## src/rtl/mxp_relu_nch.sv

```systemverilog
// mxp_relu_nch: streaming KxK max-pool + ReLU over NUM_CH packed channels, raster-order input.
// Define MXP_RELU_LEAKY_EN for a leaky activation (negatives scaled by 1/8 via >>>3).
module mxp_relu_nch #(
  parameter int DATA_W    = 12,
  parameter int NUM_CH    = 3,
  parameter int IN_WIDTH  = 24,
  parameter int IN_HEIGHT = 24,
  parameter int POOL      = 2,
  parameter int COL_BIT   = 5,
  parameter int ROW_BIT   = 5
) (
  input  logic                     clk,
  input  logic                     rst,
  input  logic                     valid_in,
  input  logic [NUM_CH*DATA_W-1:0] in_data,
  output logic [NUM_CH*DATA_W-1:0] out_data,
  output logic                     valid_out,
  output logic                     frame_done
);
  localparam int OW  = IN_WIDTH / POOL;
  localparam int WC  = OW * POOL;
  localparam int HC  = (IN_HEIGHT / POOL) * POOL;
  localparam int PW  = POOL > 2 ? 2 : 1;
  localparam int OCW = OW > 1 ? $clog2(OW) : 1;
  localparam int DW  = NUM_CH * DATA_W;
  logic [COL_BIT-1:0] col;
  logic [ROW_BIT-1:0] row;
  logic [OCW-1:0]     oc;
  logic [PW-1:0]      pc, pr;
  logic [DW-1:0]      hmax, hmax_nx, cand, act_v;
  logic [DW-1:0]      lbuf [OW];
  logic               in_win, win_end, row_end, last_row, pool_out;
  assign in_win   = ({1'b0, col} < (COL_BIT+1)'(WC)) && ({1'b0, row} < (ROW_BIT+1)'(HC));
  assign win_end  = in_win && pc == PW'(POOL-1);
  assign row_end  = col == COL_BIT'(IN_WIDTH-1);
  assign last_row = row == ROW_BIT'(IN_HEIGHT-1);
  assign pool_out = win_end && pr == PW'(POOL-1);
  for (genvar c = 0; c < NUM_CH; c++) begin : g_ch
    logic signed [DATA_W-1:0] x, h, hn, l, cd;
    assign x  = in_data[c*DATA_W +: DATA_W];
    assign h  = hmax[c*DATA_W +: DATA_W];
    assign l  = lbuf[oc][c*DATA_W +: DATA_W];
    assign hn = (pc == '0 || x > h) ? x : h;
    assign cd = (pr == '0 || hn > l) ? hn : l;
    assign hmax_nx[c*DATA_W +: DATA_W] = hn;
    assign cand[c*DATA_W +: DATA_W]    = cd;
`ifdef MXP_RELU_LEAKY_EN
    assign act_v[c*DATA_W +: DATA_W] = cd[DATA_W-1] ? cd >>> 3 : cd;
`else
    assign act_v[c*DATA_W +: DATA_W] = cd[DATA_W-1] ? '0 : cd;
`endif
  end
  always_ff @(posedge clk) begin
    if (rst) begin
      col        <= '0;
      row        <= '0;
      oc         <= '0;
      pc         <= '0;
      pr         <= '0;
      hmax       <= '0;
      out_data   <= '0;
      valid_out  <= 1'b0;
      frame_done <= 1'b0;
    end else begin
      valid_out  <= 1'b0;
      frame_done <= 1'b0;
      if (valid_in) begin
        if (in_win) begin
          hmax <= hmax_nx;
          pc   <= win_end ? '0 : pc + PW'(1);
          if (win_end) oc <= oc == OCW'(OW-1) ? '0 : oc + OCW'(1);
        end
        if (pool_out) begin
          out_data   <= act_v;
          valid_out  <= 1'b1;
          frame_done <= oc == OCW'(OW-1) && row == ROW_BIT'(HC-1);
        end
        col <= row_end ? '0 : col + COL_BIT'(1);
        if (row_end) begin
          row <= last_row ? '0 : row + ROW_BIT'(1);
          pr  <= (last_row || pr == PW'(POOL-1)) ? '0 : pr + PW'(1);
          pc  <= '0;
          oc  <= '0;
        end
      end
    end
  end
  // Only partial-row maxima are stored; the pr==0 pass overwrites stale entries, so no reset.
  always_ff @(posedge clk)
    if (valid_in && win_end && pr != PW'(POOL-1)) lbuf[oc] <= cand;
endmodule

```

## config.mk

```make
export PLATFORM = sky130hd
export DESIGN_NAME = mxp_relu_nch
export DESIGN_NICKNAME = d
export VERILOG_FILES = /design/src/rtl/mxp_relu_nch.sv
export SDC_FILE = /design/constraint.sdc
export NUM_CORES = 1
export LEC_CHECK = 0
export ABC_AREA = 1
export CORE_MARGIN = 1
export CORE_UTILIZATION = 25
export DETAILED_ROUTE_END_ITERATION = 12
export PLACE_DENSITY_LB_ADDON = 0.08
export SYNTH_ARGS = -nofsm -noshare
export SYNTH_HDL_FRONTEND = slang
export SYNTH_SLANG_ARGS = --single-unit
```

## constraint.sdc

```tcl
create_clock -name clk -period 5.62 [get_ports clk]
set_clock_uncertainty 0.1 [all_clocks]
set_input_delay 1.124 -clock clk [delete_from_list [all_inputs] [get_ports clk]]
set_output_delay 1.124 -clock clk [all_outputs]
set_load 0.005 [all_outputs]
```

==> summary.md <==
| Metric | Value |
|---|---|
| Violation count after the first detailed-route iteration | 994 |
| Number of antenna violations at the first check in global routing | 1 |
| Post-CTS Hold Fix Bufs | 0 |
| CTS Buffer Depth | 3 |
| CORE AREA | 97,300 um2 |
| Most numerous cell in the Yosys netlist | sky130_fd_sc_hd__edfxtp_1 |
| Post-Synthesis Cells | 2,276 |
| Routed wire per std cell | 20.1 um |
| Total I/O pin count | 77 |
| Worst hold path endpoint | out_data[1]$_SDFFE_PP0P_ |
| Congestion Overflow GR | 0 |
| Synth area leader | sky130_fd_sc_hd__edfxtp_1 |
| Clk_lat worst skew | 0.64 ns |
| Final min period | 4.89 ns |
| Overall die area | 100,000 um2 |
| Dominant synthesized flop cell | sky130_fd_sc_hd__edfxtp_1 |
| Final number of setup-violating endpoints | 0 |
| Fraction of final layout cells sized beyond drive strength 1 | 0.134 |
| Starting density of the core | 0.254 |
| Overall routing resource usage | 0.148 |
| R2R setup slack | 1.27 ns |
| Kind of critical path | in2reg |
| Worst-path cell with the longest stage delay | sky130_fd_sc_hd__clkdlybuf4s50_1 |
| Fmax | 204 MHz |
| Most repeated library cell on the critical path | sky130_fd_sc_hd__nand2_1 |
| Headroom to the max-slew limit | 0.389 |
| Area overhead of the layout relative to synthesis | 16.5% |
| Total vias in the final route | 16,300 |
| Non-filler instance count after layout | 3,675 |
| Final weighted congestion in routability-driven placement | 0.785 |
| Max Cap Violations | 0 |
| Post-DR vias/cell | 4.43 |
| Number of enable flip-flop cells after synthesis | 432 |
| Worst IR Drop VDD | 227 uV |
| Sequential cell area | 14,800 um2 |
| Number of cell rows | 114 |
| Count of distinct cell types in the synthesized netlist | 44 |
| Horiz. Die Dim | 316 um |
| Number of cells in the design after placement | 3,561 |
| Fill count | 10,100 |
| Largest fanout on the critical path | 13 |
| Number of warnings reported in the yosys synthesis log | 0 |
| Iteration count of the initial detailed-routing pass | 5 |
| Placed cell areas | 26,900 um2 |
| TritonCTS clock tree | done |
| Share of flip-flops with an asynchronous set or reset | 0 |
| Count of port buffers added during placement | 73 |
| Post-CTS repair timing setup buffer count | 0 |
| Final Hold Fails | 0 |
| Largest net degree at the start of global routing | 107 |
| CP Capture Type | flop |
| PD cells | 321 nW/um2 |
| Number of clock sinks | 523 |
| Largest stage delay, worst path | 0.44 ns |
| Data required time at the worst endpoint | 6.08 ns |
| Hold crit path type | reg2reg |
| Start point of the worst hold path | out_data[1]$_SDFFE_PP0P_ |
| Cell chosen for the clock root | sky130_fd_sc_hd__clkbuf_16 |
| Antenna Nets Post-Route | 0 |
| Area share of the largest cell type after synthesis | 0.525 |
| H-tree level count | 2 |
| Leakage power total | 0.0107 uW |
| Number of cells upsized or downsized after cts | 0 |
| Multi-input gate area | 7850 um2 |
| Final design area excluding fillers | 28,800 um2 |
| Outcome | finished clean |
| Average cell area after synthesis | 10.9 um2 |
| Estimated wirelength of the detail-placed design | 42,700 um |
| Slew at the pin with the worst max-slew slack | 0.915 ns |
| Number of DRC violations after detailed routing | 0 |
| Yosys reg bits | 523 |
| Cell count of the worst reg-to-reg path | 20 |
| Final period util | 0.870 |
| Terminus of the critical flop-to-flop path | out_data[22]$_SDFFE_PP0P_ |
| Drt total wl | 73,800 um |
| Most numerous cell types in the synthesized netlist | sky130_fd_sc_hd__edfxtp_1, sky130_fd_sc_hd__inv_1, sky130_fd_sc_hd__nand2_1, sky130_fd_sc_hd__a21oi_1, sky130_fd_sc_hd__o21ai_0 |
| Startpoint kind of the worst setup timing path | input pin |
| Post-layout net count | 2,463 |
| Largest cells by area after synthesis | sky130_fd_sc_hd__edfxtp_1, sky130_fd_sc_hd__dfxtp_1, sky130_fd_sc_hd__inv_1 |
| Data arrival time of the worst path | 5.35 ns |
| Die extent in y | 316 um |
| Cts bufs inserted | 59 |
| Clock transition at the registers of the reported paths | 0.06 ns |
| Post-synthesis sequential area ratio | 0.599 |
| Global-route wire length before repair | 109,000 um |
| Pins over their slew limit | 0 |
| Cell count of the worst hold path | 2 |
| Setup repair after global routing missed its margin | no |
| Synthesized cell area | 24,700 um2 |
| Number of global-route vias before repair | 16,100 |
stage by stage:
stage | hold slack [ns] | total power [uW] | TNS [ns] | setup WS [ns] | util
after floorplan | 0.356 | 5160 | 0 | 0.909 | -
after global placement | 0.367 | 5500 | -0.00320 | -0.00320 | 0.276
after detailed placement | 0.368 | 5510 | 0 | 0.0139 | 0.276
after CTS | 0.382 | 9400 | 0 | 0.692 | 0.296
after global routing | 0.395 | 9660 | 0 | 0.314 | 0.296
final | 0.381 | 9240 | 0 | 0.729 | 0.296
registers in the layout (all words and copies together), names as in the netlist, named ones only:
signal and cells:
lbuf 432, hmax 36, out_data 33, col 5, row 5, oc 4, frame_done 1, pc 1
pr 1, valid_out 1
final cells by class:
| class | instances | area share |
|---|---|---|
| antenna | 2 | 0.000174 |
| clock buffer | 83 | 0.0555 |
| clock inverter | 29 | 0.0103 |
| inverter | 343 | 0.0448 |
| multi-input combinational | 1291 | 0.273 |
| sequential | 523 | 0.514 |
| tap | 1276 | 0.0555 |
| timing repair buffer | 128 | 0.0466 |
power by group:
part | switching (uW) | internal [uW] | total, uW
Clock | 1620 | 2210 | 3830
Sequential | 23.0 | 4320 | 4340
Combinational | 722 | 342 | 1060
metal layers:
layer,GRT usage,vias up,share of wire
met5,0,-,0
met3,0.0187,79,0.029
met1,0.216,7959,0.51
li1,-,7991,-
met4,0.0321,0,0.017
met2,0.233,249,0.45
how the worst max path moves through the flow:
stage                 from  slack, ns                       end
6_report       in_data[11]       0.73  out_data[7]$_SDFFE_PP0P_
5_1_grt        in_data[11]       0.31  out_data[7]$_SDFFE_PP0P_
4_1_cts        in_data[11]       0.69  out_data[7]$_SDFFE_PP0P_
3_5_place_dp   in_data[11]       0.01  out_data[7]$_SDFFE_PP0P_
3_3_place_gp   in_data[11]     -0.003  out_data[7]$_SDFFE_PP0P_
2_1_floorplan     valid_in       0.91     lbuf[10][0]$_DFFE_PP_
worst max-delay path: cells and delay by family:
kind	cells	cell delay [ns]
simple gates	22	2.56
fa+ha+maj	2	0.68
buf+inv	4	0.84
compound gates	1	0.14
kinds of logic (layout without fill, tap and decap cells):
group           Yosys count  count (layout)  synth area share
compound gates          567             567             0.127
simple gates            561             561             0.115
flops                   523             523             0.599
buf+inv                 464             583            0.0862
mux                      79              79            0.0320
fa+ha+maj                78              78            0.0395
xor+xnor                  3               3           0.00106
other cells               1               5          0.000152
cell usage in the layout, fill, tap and decap left out, types with 42 or more instances in the layout:
cell                              netlist  routed
sky130_fd_sc_hd__inv_1                337     337
sky130_fd_sc_hd__a21oi_1              192     192
sky130_fd_sc_hd__clkdlybuf4s50_1        0      72
sky130_fd_sc_hd__o21ai_1               97      97
sky130_fd_sc_hd__mux2i_1               79      79
sky130_fd_sc_hd__dfxtp_1               91      87
sky130_fd_sc_hd__nand2_1              284     284
sky130_fd_sc_hd__edfxtp_1             432     432
sky130_fd_sc_hd__o21ai_0              170     170
sky130_fd_sc_hd__nand3_1               84      84
sky130_fd_sc_hd__ha_1                  78      78
sky130_fd_sc_hd__clkbuf_16              0      59
sky130_fd_sc_hd__a21oi_2               42      42
(Power assumes the default switching activity.)
